<file path="src/rtl/pipeline_ctrl_pkg.sv">
// Shared LC-3b pipeline types.
//   lc3b_reg     : 3-bit architectural register index
//   pipe_state_t : stall/flush sequencer states
package lc3b_types;

    localparam int unsigned REG_W = 3;

    typedef logic [REG_W-1:0] lc3b_reg;

    typedef enum logic [1:0] {
        RUN     = 2'd0,
        MEMWAIT = 2'd1,
        BUBBLE  = 2'd2
    } pipe_state_t;

endpackage : lc3b_types

</file>
<file path="src/rtl/pipeline_ctrl_if.sv">
// Control/status bundle between the pipeline datapath and pipeline_ctrl.
//   status  : imem_resp, dmem_req, dmem_resp, ex_ldr, ex_dest, id_src1/2,
//             id_use1/2, mem_br_taken (datapath -> controller)
//   control : load_*, bubble_idex, flush_* (controller -> datapath)
//   debug   : stall_cycles, bubble_cycles (controller -> datapath)
// master = the controller, slave = the datapath.
interface pipeline_ctrl_if
    import lc3b_types::*;
#(
    parameter int unsigned CNT_W = 16
);

    logic             imem_resp;
    logic             dmem_req;
    logic             dmem_resp;
    logic             ex_ldr;
    lc3b_reg          ex_dest;
    lc3b_reg          id_src1;
    lc3b_reg          id_src2;
    logic             id_use1;
    logic             id_use2;
    logic             mem_br_taken;

    logic             load_pc;
    logic             load_ifid;
    logic             load_idex;
    logic             load_exmem;
    logic             load_memwb;
    logic             bubble_idex;
    logic             flush_ifid;
    logic             flush_idex;
    logic             flush_exmem;
    logic [CNT_W-1:0] stall_cycles;
    logic [CNT_W-1:0] bubble_cycles;

    modport master (
        input  imem_resp, dmem_req, dmem_resp, ex_ldr, ex_dest,
               id_src1, id_src2, id_use1, id_use2, mem_br_taken,
        output load_pc, load_ifid, load_idex, load_exmem, load_memwb,
               bubble_idex, flush_ifid, flush_idex, flush_exmem,
               stall_cycles, bubble_cycles
    );

    modport slave (
        output imem_resp, dmem_req, dmem_resp, ex_ldr, ex_dest,
               id_src1, id_src2, id_use1, id_use2, mem_br_taken,
        input  load_pc, load_ifid, load_idex, load_exmem, load_memwb,
               bubble_idex, flush_ifid, flush_idex, flush_exmem,
               stall_cycles, bubble_cycles
    );

endinterface : pipeline_ctrl_if

</file>
<file path="src/rtl/pipeline_ctrl_hazard_detect.sv">
// Load-use hazard detection: the EX-stage LDR writes a register that the
// ID-stage instruction reads.
//   ex_ldr, ex_dest             : ID/EX load flag and destination
//   id_src1/2, id_use1/2        : ID-stage sources and their use flags
//   lu_hazard                   : combinational hazard flag
module hazard_detect
    import lc3b_types::*;
(
    input  logic    ex_ldr,
    input  lc3b_reg ex_dest,
    input  lc3b_reg id_src1,
    input  lc3b_reg id_src2,
    input  logic    id_use1,
    input  logic    id_use2,
    output logic    lu_hazard
);

    assign lu_hazard = ex_ldr & ((id_use1 & (id_src1 == ex_dest)) |
                                 (id_use2 & (id_src2 == ex_dest)));

endmodule : hazard_detect

</file>
<file path="src/rtl/pipeline_ctrl.sv">
// Stall/flush sequencer for the 5-stage LC-3b pipeline.
//   clk, reset : pipeline clock, synchronous active-high reset
//   bus        : pipeline_ctrl_if.master (status in, load/flush/bubble and
//                saturating debug counters out)
// Control outputs are Mealy: they react to status inputs in the same cycle.
module pipeline_ctrl
    import lc3b_types::*;
#(
    parameter int unsigned CNT_W = 16
) (
    input  logic              clk,
    input  logic              reset,
    pipeline_ctrl_if.master   bus
);

    pipe_state_t      state;
    pipe_state_t      state_next;
    logic             pend_flush;
    logic [CNT_W-1:0] stall_cnt;
    logic [CNT_W-1:0] bubble_cnt;

    logic             lu_hazard;
    logic             mem_busy;
    logic             branch;
    logic             do_bubble;

    hazard_detect u_hazard_detect (
        .ex_ldr    (bus.ex_ldr),
        .ex_dest   (bus.ex_dest),
        .id_src1   (bus.id_src1),
        .id_src2   (bus.id_src2),
        .id_use1   (bus.id_use1),
        .id_use2   (bus.id_use2),
        .lu_hazard (lu_hazard)
    );

    // Event decode in priority order: mem_busy > branch > load-use.
    assign mem_busy  = (bus.dmem_req & ~bus.dmem_resp) | ~bus.imem_resp;
    assign branch    = ~mem_busy & (bus.mem_br_taken | pend_flush);
    // BUBBLE masks the hazard so one LDR costs exactly one bubble.
    assign do_bubble = ~mem_busy & ~branch & lu_hazard & (state != BUBBLE);

    // State register.
    always_ff @(posedge clk) begin
        if (reset) begin
            state <= RUN;
        end else begin
            state <= state_next;
        end
    end

    // Next-state logic.
    always_comb begin
        state_next = RUN;
        if (mem_busy) begin
            state_next = MEMWAIT;
        end else if (branch) begin
            state_next = RUN;
        end else if (do_bubble) begin
            state_next = BUBBLE;
        end
    end

    // Output logic; reset drives loads and flushes high to clear the pipe.
    always_comb begin
        bus.load_pc     = 1'b0;
        bus.load_ifid   = 1'b0;
        bus.load_idex   = 1'b0;
        bus.load_exmem  = 1'b0;
        bus.load_memwb  = 1'b0;
        bus.bubble_idex = 1'b0;
        bus.flush_ifid  = 1'b0;
        bus.flush_idex  = 1'b0;
        bus.flush_exmem = 1'b0;
        if (reset) begin
            bus.load_pc     = 1'b1;
            bus.load_ifid   = 1'b1;
            bus.load_idex   = 1'b1;
            bus.load_exmem  = 1'b1;
            bus.load_memwb  = 1'b1;
            bus.flush_ifid  = 1'b1;
            bus.flush_idex  = 1'b1;
            bus.flush_exmem = 1'b1;
        end else if (mem_busy) begin
            // everything frozen
        end else if (branch) begin
            bus.load_pc     = 1'b1;
            bus.load_ifid   = 1'b1;
            bus.load_idex   = 1'b1;
            bus.load_exmem  = 1'b1;
            bus.load_memwb  = 1'b1;
            bus.flush_ifid  = 1'b1;
            bus.flush_idex  = 1'b1;
            bus.flush_exmem = 1'b1;
        end else if (do_bubble) begin
            bus.load_idex   = 1'b1;
            bus.bubble_idex = 1'b1;
            bus.load_exmem  = 1'b1;
            bus.load_memwb  = 1'b1;
        end else begin
            bus.load_pc     = 1'b1;
            bus.load_ifid   = 1'b1;
            bus.load_idex   = 1'b1;
            bus.load_exmem  = 1'b1;
            bus.load_memwb  = 1'b1;
        end
    end

    // Pending redirect and saturating performance counters.
    always_ff @(posedge clk) begin
        if (reset) begin
            pend_flush <= 1'b0;
            stall_cnt  <= '0;
            bubble_cnt <= '0;
        end else if (mem_busy) begin
            if (stall_cnt != {CNT_W{1'b1}}) begin
                stall_cnt <= stall_cnt + CNT_W'(1);
            end
            // Remember a redirect that arrives while frozen.
            if (bus.mem_br_taken) begin
                pend_flush <= 1'b1;
            end
        end else if (branch) begin
            pend_flush <= 1'b0;
        end else if (do_bubble) begin
            if (bubble_cnt != {CNT_W{1'b1}}) begin
                bubble_cnt <= bubble_cnt + CNT_W'(1);
            end
        end
    end

    assign bus.stall_cycles  = stall_cnt;
    assign bus.bubble_cycles = bubble_cnt;

endmodule : pipeline_ctrl

</file>
<file path="src/flat_wrapper.sv">
// flat-port wrapper written by rule: the top's interface ports become plain ports
module pipeline_ctrl_flat import lc3b_types::*;
#(
    parameter int unsigned CNT_W = 16
)
  (clk, reset, bus_imem_resp, bus_dmem_req, bus_dmem_resp, bus_ex_ldr, bus_ex_dest, bus_id_src1, bus_id_src2, bus_id_use1, bus_id_use2, bus_mem_br_taken, bus_load_pc, bus_load_ifid, bus_load_idex, bus_load_exmem, bus_load_memwb, bus_bubble_idex, bus_flush_ifid, bus_flush_idex, bus_flush_exmem, bus_stall_cycles, bus_bubble_cycles);
  pipeline_ctrl_if #(.CNT_W(CNT_W)) bus_i ();
  input  logic clk;
  input  logic reset;
  input wire logic [$bits(bus_i.imem_resp)-1:0] bus_imem_resp;
  input wire logic [$bits(bus_i.dmem_req)-1:0] bus_dmem_req;
  input wire logic [$bits(bus_i.dmem_resp)-1:0] bus_dmem_resp;
  input wire logic [$bits(bus_i.ex_ldr)-1:0] bus_ex_ldr;
  input wire logic [$bits(bus_i.ex_dest)-1:0] bus_ex_dest;
  input wire logic [$bits(bus_i.id_src1)-1:0] bus_id_src1;
  input wire logic [$bits(bus_i.id_src2)-1:0] bus_id_src2;
  input wire logic [$bits(bus_i.id_use1)-1:0] bus_id_use1;
  input wire logic [$bits(bus_i.id_use2)-1:0] bus_id_use2;
  input wire logic [$bits(bus_i.mem_br_taken)-1:0] bus_mem_br_taken;
  output wire logic [$bits(bus_i.load_pc)-1:0] bus_load_pc;
  output wire logic [$bits(bus_i.load_ifid)-1:0] bus_load_ifid;
  output wire logic [$bits(bus_i.load_idex)-1:0] bus_load_idex;
  output wire logic [$bits(bus_i.load_exmem)-1:0] bus_load_exmem;
  output wire logic [$bits(bus_i.load_memwb)-1:0] bus_load_memwb;
  output wire logic [$bits(bus_i.bubble_idex)-1:0] bus_bubble_idex;
  output wire logic [$bits(bus_i.flush_ifid)-1:0] bus_flush_ifid;
  output wire logic [$bits(bus_i.flush_idex)-1:0] bus_flush_idex;
  output wire logic [$bits(bus_i.flush_exmem)-1:0] bus_flush_exmem;
  output wire logic [$bits(bus_i.stall_cycles)-1:0] bus_stall_cycles;
  output wire logic [$bits(bus_i.bubble_cycles)-1:0] bus_bubble_cycles;
  assign bus_i.imem_resp = bus_imem_resp;
  assign bus_i.dmem_req = bus_dmem_req;
  assign bus_i.dmem_resp = bus_dmem_resp;
  assign bus_i.ex_ldr = bus_ex_ldr;
  assign bus_i.ex_dest = bus_ex_dest;
  assign bus_i.id_src1 = bus_id_src1;
  assign bus_i.id_src2 = bus_id_src2;
  assign bus_i.id_use1 = bus_id_use1;
  assign bus_i.id_use2 = bus_id_use2;
  assign bus_i.mem_br_taken = bus_mem_br_taken;
  assign bus_load_pc = bus_i.load_pc;
  assign bus_load_ifid = bus_i.load_ifid;
  assign bus_load_idex = bus_i.load_idex;
  assign bus_load_exmem = bus_i.load_exmem;
  assign bus_load_memwb = bus_i.load_memwb;
  assign bus_bubble_idex = bus_i.bubble_idex;
  assign bus_flush_ifid = bus_i.flush_ifid;
  assign bus_flush_idex = bus_i.flush_idex;
  assign bus_flush_exmem = bus_i.flush_exmem;
  assign bus_stall_cycles = bus_i.stall_cycles;
  assign bus_bubble_cycles = bus_i.bubble_cycles;
  pipeline_ctrl #(.CNT_W(CNT_W)) u_core (.clk(clk), .reset(reset), .bus(bus_i));
endmodule
</file>
<file path="config.mk">
export PLATFORM = sky130hd
export DESIGN_NAME = pipeline_ctrl_flat
export DESIGN_NICKNAME = d
export VERILOG_FILES = /design/src/rtl/pipeline_ctrl_pkg.sv /design/src/rtl/pipeline_ctrl_if.sv /design/src/rtl/pipeline_ctrl_hazard_detect.sv /design/src/rtl/pipeline_ctrl.sv /design/src/flat_wrapper.sv
export SDC_FILE = /design/constraint.sdc
export NUM_CORES = 1
export LEC_CHECK = 0
export ABC_AREA = 1
export CAP_MARGIN = 25
export CORE_MARGIN = 2
export CORE_UTILIZATION = 48
export DETAILED_ROUTE_END_ITERATION = 8
export GPL_TIMING_DRIVEN = 0
export PLACE_DENSITY_LB_ADDON = 0.3
export SLEW_MARGIN = 0
export SYNTH_ARGS = -nofsm -noshare
export SYNTH_HDL_FRONTEND = slang
export SYNTH_SLANG_ARGS = --single-unit
</file>
<file path="constraint.sdc">
create_clock -name clk -period 1.86 [get_ports clk]
set_input_delay 0.372 -clock clk [delete_from_list [all_inputs] [get_ports clk]]
set_output_delay 0.372 -clock clk [all_outputs]
set_load 0.01 [all_outputs]
</file>
Word level (Yosys, flattened, before mapping). Cells that the tools add are included.

Latch bits: 0. Logic and storage cells: 52. Memories kept: 0. Flip-flop bits (word level): 35. Memory bits (writable): 0. ROM bits: 0.

Add/subtract/negate cells: 2. Equality and inequality tests: 6. $mul: 0. Reductions and logical operators: 5. Bitwise operators: 15. Order comparisons: 0. Muxes and demuxes: 19. Shift-type cells: 0. Div/mod/pow operators: 0.

Operators with widths (number): 16-bit by 1-bit adder with 16-bit output (second input constant) (2); 16-bit != test (second input constant) (2); 1-bit 2-to-1 mux (18); 1-bit AND (8); 3-bit == test (2); 2-bit != test (second input constant) (2); 1-bit inverter (4); 2-bit AND reduction (2); 4-bit AND reduction (1); 1-bit bitwise OR (3); 3-bit OR reduction (1); 2-bit 2-to-1 mux (1); 2-bit nonzero test (1).

Logic depth before layout (Yosys ltp).
Word-level depth: 13. Gate-level depth with buffers: 12. Depth with buffers taken out: 11.

By module. A second synthesis with hierarchy kept.

Cell total of the unflattened synthesis: 352. Area, all modules: 2197.1 µm².

Modules (own cells, without submodules): pipeline_ctrl (cells each 317, area an instance 2060.7 µm², times used 1); hazard_detect (cells each 35, area an instance 136.4 µm², times used 1).

Worst setup path after synthesis. Ideal clock, no wire load.

Path type: input port to output port. Start: input port reset. End: output port bus_flush_idex. Path buffers: 3. Stages: 5. Setup slack: 101 ps. Required time: 1488 ps. Arrival time: 1387 ps. Cells stage by stage: buf_2 clkinv_1 clkbuf_1 o21ai_0 buf_4.

Longest elaborated chain between the ends: 1.

RTL lines: start: declaration (RTL line flat_wrapper.sv:9) `input logic reset;`; 1-bit 2-to-1 mux; end: declaration (RTL line flat_wrapper.sv:27) `output wire logic [$bits(bus_i.flush_idex)-1:0] bus_flush_idex;`.

No other way between the ends.

Worst setup path in the final report.
Start: input port bus_id_src2[2]. End: output port bus_load_pc.

Longest elaborated chain between the ends: 10.

RTL lines: start: declaration (RTL line flat_wrapper.sv:16) `input wire logic [$bits(bus_i.id_src2)-1:0] bus_id_src2;`; 3-bit == test (RTL line pipeline_ctrl_hazard_detect.sv:19) `(id_use2 & (id_src2 == ex_dest)));`; 1-bit AND (RTL line pipeline_ctrl_hazard_detect.sv:19); 1-bit bitwise OR (RTL line pipeline_ctrl_hazard_detect.sv:18) `assign lu_hazard = ex_ldr & ((id_use1 & (id_src1 == ex_dest)) |`; 1-bit AND (RTL line pipeline_ctrl_hazard_detect.sv:18); 1-bit AND (2 in a row) (RTL line pipeline_ctrl.sv:41) `assign do_bubble = ~mem_busy & ~branch & lu_hazard & (state != BUBBLE);`; 1-bit 2-to-1 mux (RTL line pipeline_ctrl.sv:95) `end else if (do_bubble) begin`; 1-bit 2-to-1 mux (RTL line pipeline_ctrl.sv:86) `end else if (branch) begin`; 1-bit 2-to-1 mux (RTL line pipeline_ctrl.sv:84) `end else if (mem_busy) begin`; 1-bit 2-to-1 mux (RTL line pipeline_ctrl.sv:75) `if (reset) begin`; end: declaration (RTL line flat_wrapper.sv:20) `output wire logic [$bits(bus_i.load_pc)-1:0] bus_load_pc;`.

No other way between the ends.

==> metrics <==
final estimated routing congestion in global placement=0.942; Worst R2R Setup Slack=roughly 0.24 ns; Net Count, Synth=348; vias post-DR=2233; Peak VDD IR=0.402 mV; Site Rows=23; Die H=approximately 70 um; Min-Delay Endpoint=u_core.bus.stall_cycles[7]$_SDFFE_PP0P_; I/O pin total=59; pre-CTS setup slack=-0.735 ns; status=finished, final reports clean; M1 WL=2.34 mm; vias in the first global route=2011; synth top area cells=dfxtp_1, nand2_1, nor2_1; Pleak=1.27 nW; core box area=0.00409 sq mm; chip width=69.9 um; final core occ=70.3%; crit start category=input port; reg2reg end=u_core.bus.stall_cycles[14]$_SDFFE_PP0P_; post-synth cell types=30; ANT nets after route=0; Worst Max-Slew Pin Slew=0.324 ns; nets=about 420; CTS buffer count=5; WS Path Type=input port to primary output; CP max FO=3; Syn Area/Cell=6.35 sq um; clk buf depth=2; grt ovf=0; WL met2=2.49 mm; relative slew slack=78.3%; area taken by multi-input logic gates=0.00119 sq mm; Clock Skews=between 0.002 and 0.003 ns; All-Layer GR Usage=22.1%; Crit. End Element=primary output; Post-CTS Hold Fix Bufs=0; CTS tree=done; post-synthesis cell area=0.00208 sq mm; setup ws final=0.0208 ns; Total Power=1.59 mW; period utilization=approximately 99%; final instance area=0.00287 sq mm; post-DP HPWL=approximately 3.7 mm; drt first pass iters=4; top-area cell type share of the netlist area=33.6%; hold depth=2; post-synth top area cell=dfxtp_1; drt wl/cell=11.5 um; 1st-iter DRT viols=147; share of layout cells above drive strength 1=approximately 16%; Syn-to-layout area delta=37.9%; commonest non-fill, non-tap cell in the layout=nand2_1; Seq/Total Area, Yosys=33.6%; number of diodes=0; Port Buffer Count=57; routed length on met3=approximately 250 um; post-layout min period=1.84 ns; Root Buffer=clkbuf_8; Die ar.=between 0.004 and 0.005 sq mm; Final Hold Viols=0; largest net degree at the start of global routing=11; initial core utilization=51.0%; setup TNS=0 ns; Hold Crit Class=input port to flop; first-pass GRT wire length=8.83 mm; Filler cells=between 300 and 400; htree depth=2; highest metal used=met4; final setup fails=0; CP required=1.49 ns; worst-case reg-to-reg path depth=8; Skew-Pair Late Insertion Delay=a little under 0.3 ns; Seq. cell area=between 700 and 800 sq um; fmax=544 MHz; HP Start=reset; final wirelength=5.16 mm; pwr dens=553 mW/mm^2; Post-Syn Instances=328; clock sink total=35; DRC=0; RSZ-0062 raised after global routing=true; initial antenna violation count=0; DR vias/cell=between 4 and 5; max-capacitance violation count=0; Ys Warns=0; crit path DAT=~1.5 ns; synthesis-stage register bit count=35; most frequent cells in the layout=nand2_1, nor2_1, dfxtp_1; R2R Path Start=u_core.bus.stall_cycles[0]$_SDFFE_PP0P_; fin. max-slew vios=0; placed standard-cell area=0.00272 sq mm; Worst-path clk slew=0.07 ns
report_power, final:
group / internal (mW) / leakage [nW] / switching (mW) / total (mW)
combinational: 0.0951 / 0.939 / 0.109 / 0.204
sequential: 0.758 / 0.283 / 0.00819 / 0.766
clock: 0.338 / 0.0515 / 0.279 / 0.617
total: 1.19 / 1.27 / 0.396 / 1.59
synthesized netlist by cell type:
cell       n
xor2_1     2
o21ai_1    8
inv_1     32
nand4_1    5
nand2_4    3
nor3_1     4
dfxtp_1   35
nand2_2    3
ha_1       2
nand3_1   18
nor3_4     1
clkinv_1   1
o21ai_2    1
inv_2      7
nor2_8     1
buf_4      5
buf_6      2
a21oi_1   14
o21ai_0   13
nand3_2    1
nand2_1   81
nor2_2     5
nand4_2    2
xnor2_1    3
buf_2      2
nor2_4     2
nor2_1    72
clkbuf_1   1
inv_4      1
or2_1      1
cells by family (layout without fill, tap and decap cells):
kind of cell	count (synthesis)	count (layout)	share of synthesized area [%]
AND/OR/NAND/NOR	199	199	43.2
buffers and inverters	51	121	11.1
AO/OA/AOI/OAI	36	36	8.83
flip-flops	35	35	33.6
XOR/XNOR	5	5	2.10
adder cells (fa/ha/maj)	2	2	1.20
timing repair:
action / CTS / global route
buffers inserted: 5 / 0
resized for setup: 56 / 15
endpoints found under the hold margin: 0 / 0
pin swaps: 16 / 8
setup endpoints to repair: 9 / 6
layer usage:
metal | vias up | GRT usage, %
met2 | 57 | 37.8
li1 | 1160 | -
met5 | - | 0
met3 | 8 | 3.90
met4 | 0 | 9.62
met1 | 1008 | 27.1
worst max-delay path, cell delays in order:
cell	delay (ns)
dlygate4sd2_1	0.25
nand2_1	0.06
nand2_1	0.05
nor2_1	0.11
nand2_1	0.08
nand2_2	0.09
nand2_4	0.06
o21ai_1	0.11
inv_1	0.06
buf_4	0.13
buf_6	0.11
layout make-up:
class,instances,share of cell area (%)
plain buffers,10,2.96
well taps,50,2.18
clock buffers,8,3.48
repair buffers,62,19.9
multi-input cells,242,41.4
flip-flops and latches,35,24.4
inverters,41,5.62
flip-flops by register name (all words and copies together) (netlist names):
signal                    count
u_core.bus.bubble_cycles     16
u_core.pend_flush             1
u_core.bus.stall_cycles      16
u_core.state                  2
metrics by stage:
stage,hold WS (ns),std cells
after floorplan,0.458,328
after global placement,0.469,435
after detailed placement,0.478,435
after CTS,0.399,448
after global routing,0.423,448
final,0.421,448
how the worst max path moves through the flow:
stage | end | start
after global routing | bus_load_pc | bus_id_src2[1]
final | bus_load_pc | bus_id_src2[2]
after CTS | bus_load_pc | bus_id_use1
after detailed placement | bus_load_pc | bus_dmem_resp
after global placement | bus_load_pc | bus_dmem_resp
after floorplan | bus_flush_idex | reset
(Power assumes the default switching activity.)
